===== config.mk =====
export PLATFORM = sky130hd
export DESIGN_NAME = reg_wb_queue
export DESIGN_NICKNAME = d
export VERILOG_FILES = /design/src/rtl/reg_wb_queue.sv
export SDC_FILE = /design/constraint.sdc
export NUM_CORES = 1
export LEC_CHECK = 0
export BUFFER_PORTS_ARGS = -buffer_cell sky130_fd_sc_hd__buf_2
export CORE_MARGIN = 1.5
export CORE_UTILIZATION = 63
export DETAILED_ROUTE_END_ITERATION = 8
export PLACE_DENSITY = 0.94
export SLEW_MARGIN = 20
export SYNTH_ARGS = -nofsm -noshare
export SYNTH_HDL_FRONTEND = slang
export SYNTH_SLANG_ARGS = --single-unit

===== constraint.sdc =====
create_clock -name clk -period 6.8 [get_ports clk]
set_clock_uncertainty 0.1 [all_clocks]
set_input_delay 1.36 -clock clk [delete_from_list [all_inputs] [get_ports clk]]
set_output_delay 1.36 -clock clk [all_outputs]
set_load 0.005 [all_outputs]

===== src/rtl/reg_wb_queue.sv =====
// rtl/reg_wb_queue.sv - in-order write-back queue feeding the regfile write port
// Also gives decode a two-port forwarding lookup over the results still queued.
module reg_wb_queue #(
  parameter int DEPTH = 4,
  parameter int AW    = 2
) (
  input  logic        clk,
  input  logic        rst_n,
  input  logic        mem_valid,
  input  logic [4:0]  mem_reg,
  input  logic [31:0] mem_dat,
  input  logic        alu_valid,
  input  logic [4:0]  alu_reg,
  input  logic [31:0] alu_dat,
  output logic        stall,
  output logic        regWr,
  output logic [4:0]  RegW,
  output logic [31:0] WriteDat,
  input  logic [4:0]  RegR1,
  input  logic [4:0]  RegR2,
  output logic        fwd1_hit,
  output logic [31:0] fwd1_dat,
  output logic        fwd2_hit,
  output logic [31:0] fwd2_dat
);

  logic [4:0]    regQ [DEPTH];
  logic [31:0]   datQ [DEPTH];
  logic [AW-1:0] headPtr;
  logic [AW-1:0] tailPtr;
  logic [AW:0]   count;

  logic          memPush;
  logic          aluPush;
  logic          pop;
  logic [AW-1:0] aluSlot;

  // Stall looks only at registered count so producers see a glitch-free hold.
  assign stall   = count > (AW+1)'(DEPTH - 2);
  assign memPush = mem_valid && (mem_reg != 5'd0) && !stall;
  assign aluPush = alu_valid && (alu_reg != 5'd0) && !stall;
  assign pop     = count != '0;
  // The load result is older, so it takes the tail slot and ALU lands behind it.
  assign aluSlot = tailPtr + AW'(memPush);

  always_ff @(posedge clk or negedge rst_n) begin
    if (!rst_n) begin
      headPtr <= '0;
      tailPtr <= '0;
      count   <= '0;
    end else begin
      if (pop) headPtr <= headPtr + AW'(1);
      tailPtr <= tailPtr + AW'(memPush) + AW'(aluPush);
      count   <= count + (AW+1)'(memPush) + (AW+1)'(aluPush) - (AW+1)'(pop);
    end
  end

  always_ff @(posedge clk) begin
    if (memPush) begin
      regQ[tailPtr] <= mem_reg;
      datQ[tailPtr] <= mem_dat;
    end
    if (aluPush) begin
      regQ[aluSlot] <= alu_reg;
      datQ[aluSlot] <= alu_dat;
    end
  end

  assign regWr    = pop;
  assign RegW     = pop ? regQ[headPtr] : 5'd0;
  assign WriteDat = pop ? datQ[headPtr] : 32'd0;

  // Walk oldest to youngest so the last match (the youngest) wins.
  always_comb begin
    fwd1_hit = 1'b0;
    fwd1_dat = 32'd0;
    fwd2_hit = 1'b0;
    fwd2_dat = 32'd0;
    for (int i = 0; i < DEPTH; i++) begin
      if ((AW+1)'(i) < count) begin
        if (RegR1 != 5'd0 && regQ[headPtr + AW'(i)] == RegR1) begin
          fwd1_hit = 1'b1;
          fwd1_dat = datQ[headPtr + AW'(i)];
        end
        if (RegR2 != 5'd0 && regQ[headPtr + AW'(i)] == RegR2) begin
          fwd2_hit = 1'b1;
          fwd2_dat = datQ[headPtr + AW'(i)];
        end
      end
    end
  end

endmodule


After elaboration in Yosys (flattened, before gate mapping)
Memory sizes are Yosys's and may differ from the RTL's.
Index checks and enable logic that the tools add are counted.
{ "word_totals": {"out_inout_bits": 105, "elab_cells": 82, "regBits": 7, "ramBits": 148, "mem_count": 2} }
{ "memory_table": {"columns": ["memory", "words", "width", "rd", "rd_clocked_by_memory_dff", "wr", "line_no", "text"], "rows": [
  ["datQ", 4, 32, 4, 0, 2, "28", "logic [31:0] datQ [DEPTH];"],
  ["regQ", 4, 5, 4, 0, 2, "27", "logic [4:0] regQ [DEPTH];"]
]} }
{ "classes": {"addsub": 8, "mux": 38, "magnitude_cmp": 5, "n_reduce_logical": 18, "eq_ne": 8} }
{ "ops": {"columns": ["op", "n"], "rows": [
  ["$mux W32", 17],
  ["$eq A5 B5 Y1", 8],
  ["$mux W1", 20],
  ["$reduce_bool A5 Y1", 4],
  ["$logic_and A1 B1 Y1", 12],
  ["$add A3 B1 Y3", 2],
  ["$lt A1 B3 Y1 const A", 2],
  ["$lt A2 B3 Y1 const A", 2],
  ["$mux W5", 1],
  ["$add A2 B1 Y2", 2],
  ["$add A2 B2 Y2 const B", 2],
  ["$gt A3 B2 Y1 const B", 1],
  ["$reduce_bool A3 Y1", 1],
  ["$sub A3 B1 Y3", 1],
  ["$add A2 B1 Y2 const B", 1],
  ["$logic_not A1 Y1", 1]
]} }

Logic depth before layout (Yosys ltp)
An unclocked memory read counts as a cell.
{ "depth": {"depth_word": 11, "ltp_mapped": 11} }

Worst setup path after synthesis
No wires, ideal clock.
{ "synth_timing": {"path_kind": "input -> register", "start": "input port mem_reg[0]", "end": "memory datQ[2][0] (enable)", "setup_slack_ns": 1.923, "arrival_ns": 4.338, "setup_ns": 0.439, "n_path_buf": 2, "t_required_ns": 6.261, "stages": 8, "cell_sequence": "or3_1 o311a_1 ha_1 xnor2_1 nor3_1 clkbuf_1 clkbuf_1 o21bai_1"} }
{ "synth_lines": {"columns": ["item", "line_no", "text"], "rows": [
  ["start: declaration", "10", "input logic [4:0] mem_reg,"],
  ["end: declaration", "28", null]
]} }

Final worst setup path
{ "layout_timing": {"start": "register headPtr[1]", "end": "output port fwd2_dat[0]"} }
{ "layout_via": {"elab_chain_cells": 11, "word_cells_on_any_way": 21, "cone_classes": "add/sub: 3; eq/ne: 4; mux: 8; reduce/logical: 4; memory: 2"} }
{ "layout_rtl": {"columns": ["item", "line_no", "text"], "rows": [
  ["start: declaration", "29", "logic [AW-1:0] headPtr;"],
  ["start signal: assignment", "52", "if (pop) headPtr <= headPtr + AW'(1);"],
  ["parallel branches: the longest is 10 deep, another holds $mem_v2 Z4 W5", null, null],
  ["$mux W32 *", "80", "if ((AW+1)'(i) < count) begin"],
  ["end: declaration", "24", "output logic [31:0] fwd2_dat"]
]} }
Mark *: on every way between the ends.

==> flow_summary.json <==
{
  "grt_max_degree": 116,
  "cpPeakStageDelay_ps": 930,
  "crit_chain": "buf_4 -> mux2i_1 -> nor3_1 -> nor3_1 -> o2111ai_1 -> o21ai_4 -> o221ai_1 -> a22o_1 -> buf_2",
  "clkLatencyLatePin_ps": 430,
  "synth_warnings": 0,
  "hold_start": "count[2]$_DFF_PN0_",
  "setup_viol": 0,
  "clockBufferDepth": 2,
  "r2r_cells": 9,
  "finalNetCount": 1518,
  "ys_top_cells_by_area": "edfxtp_1 35%, mux2_2 19%, mux2i_1 6.6%, nand2_1 3.9%, o21ai_0 3.8%",
  "total_power_w": 0.00677,
  "post-route-min-period_ps": 5880,
  "antenna_found_initial": 8,
  "synthCells": 1314,
  "endpoint_kind": "output port",
  "die-area_sq_um": 21300,
  "initial_core_util": 0.640,
  "ant_nets": 0,
  "postCtsHoldBufs": 0,
  "path_clk_slew_ps": 60,
  "timing.rr.end": "datQ[3][25]$_DFFE_PP_",
  "slew_headroom": 0.256,
  "ys_seq_area_frac": 0.359,
  "fp.dieW_um": 146,
  "crit_top_cell": "nor3_1",
  "tns_ps": 0,
  "required_ps": 5340,
  "crit_slowest_cell": "o21ai_4",
  "clockRootBuffer": "clkbuf_16",
  "overflow": 0,
  "worstSetupPathType": "reg -> out",
  "ctsResizeCount": 0,
  "cts_tree": "yes",
  "ir_worst_vdd_v": 0.000394,
  "core_area_sq_um": 20100,
  "p_leak_nw": 5.46,
  "cts.sinks": 155,
  "worst_slew_pin_slew_ps": 1110,
  "wl_um": 39200,
  "critPathMaxFanout": 60,
  "synth-async-reset-ratio": 0.0452,
  "io_buffers": 192,
  "worstPathArrival_ps": 4420,
  "row_count": 52,
  "hp-class": "reg -> reg",
  "synth-seq-cells": 155,
  "cts_made_buffers": 17,
  "slew_violations": 0,
  "start_kind": "register",
  "htreeDepth": 4,
  "wire_per_inst_um": 22.9,
  "synth-main-ff-cell": "edfxtp_1",
  "dp_hpwl_um": 25000,
  "outcome": "complete, no violations",
  "whs_path_depth": 2,
  "viasPerCell": 6.87,
  "mostFrequentLayoutCells": "220 x mux2_2, 192 x buf_2, 148 x edfxtp_1",
  "synth-edff-count": 148,
  "rr_startpoint": "count[2]$_DFF_PN0_",
  "cap_violations": 0,
  "io_pins": 193,
  "rsz0062_at_grt": "false",
  "synth.cell_area_sq_um": 12900,
  "drive_above_1_share": 0.350,
  "post-route-period-util": 0.864,
  "drtPass1Iterations": 8,
  "synth_top_cell_area_share": 0.345,
  "postCtsSetupBuffers": 0,
  "final_common_cell": "mux2_2",
  "final_hold_viol_count": 0,
  "fin_util": 0.721,
  "vias": 11800,
  "p_per_area_nw_per_um2": 467,
  "first_global_vias": 11800,
  "final_area_sq_um": 14500,
  "fmax_ghz": 0.170,
  "synth.largest_area_cell": "edfxtp_1",
  "drt_iter0_drc": 1571,
  "dieHeight_um": 146,
  "drc": 0,
  "grtUsageTotal": 0.364,
  "hold_end": "headPtr[0]$_DFFE_PN0N_",
  "grt_first_pass_wirelength_um": 60600,
  "r2r_slack_ps": 2910,
  "synth.net_count": 1409,
  "synth.distinct_cells": 56,
  "syn-mean-instance-area_sq_um": 9.79,
  "syn_to_final_growth_pct": 12.7,
  "gp_congestion": 0.919,
  "placed_cell_area_sq_um": 13900
}
## critical path, delay by kind of cell (launching register included)
kind	cells	cell delay, ps
and+or+nand+nor	2	240
buffers and inverters	2	900
DFF	1	690
AOI/OAI and AO/OA	4	1700
muxes	1	420
## cells by family (layout without fill, tap and decap cells)
logic type,after synthesis,after routing,share of synthesized area
XOR/XNOR,43,43,0.0293
multiplexers,316,316,0.278
other,0,8,0
adder cells (fa/ha/maj),7,7,0.00797
flip-flops,155,155,0.359
AND/OR/NAND/NOR,343,343,0.127
buffers and inverters,141,262,0.0477
AO/OA/AOI/OAI,309,309,0.151
## layout make-up
cell class / instances / area [sq um]
multi-input cells: 1018 / 7770
fillers: 1370 / 5610
flip-flops and latches: 155 / 4630
repair buffers: 217 / 1150
clock buffers: 18 / 429
well taps: 270 / 338
clock inverters: 13 / 101
inverters: 14 / 55.1
diodes: 8 / 20.0
## state kept, by name, indices dropped and copies added (netlist names)
signal   flops
regQ        20
count        3
datQ       128
headPtr      2
tailPtr      2
## synthesized netlist by cell type (3+ instances only)
master / n
a21oi_1: 40
a22o_1: 31
a31oi_1: 30
and2_1: 5
buf_1: 11
buf_2: 23
buf_6: 7
clkbuf_1: 85
dfrtp_1: 7
edfxtp_1: 148
ha_1: 5
inv_1: 13
mux2_2: 220
mux2i_1: 85
mux4_2: 10
nand2_1: 132
nand2b_1: 3
nand3_1: 3
nand4_1: 5
nor2_1: 75
nor2b_1: 7
nor3_1: 38
nor4_1: 31
nor4b_2: 3
o2111ai_1: 3
o21a_1: 30
o21ai_0: 98
o21ai_1: 31
o221ai_1: 31
o22ai_1: 3
or2_1: 27
or2_2: 3
or4_1: 3
xnor2_1: 25
xor2_1: 18
## layer usage
layer  share of wire  GRT usage
met5         0.00031          0
met4           0.055      0.243
met3            0.11     0.0831
met2            0.47      0.599
met1            0.36      0.426
## worst max-delay path by stage
stage,to,start,cells past startpoint,slack [ps]
detailed placement,fwd2_dat[7],RegR2[1],8,1250
CTS,fwd1_dat[31],headPtr[1]$_DFFE_PN0N_,7,900
global placement,fwd2_dat[7],RegR2[1],8,1340
global route,fwd2_dat[3],headPtr[1]$_DFFE_PN0N_,9,710
finish,fwd2_dat[0],headPtr[1]$_DFFE_PN0N_,9,920
floorplan,datQ[2][0]$_DFFE_PP_,mem_reg[0],8,1920
## metrics by stage
stage                     instances  setup WS [ps]  hold WS [ps]
final                          1713            924           615
after global routing           1710            706           667
after CTS                      1704            904           617
after detailed placement       1673           1250           610
after global placement         1673           1340           599
after floorplan                1314           1920           558
## power breakdown
part / switching [W] / internal, W / total, W
clock network: 0.000381 / 0.000496 / 0.000877
logic: 0.00258 / 0.00172 / 0.00429
registers: 0.000195 / 0.00140 / 0.00160
total: 0.00315 / 0.00362 / 0.00677
(Power assumes the default switching activity.)
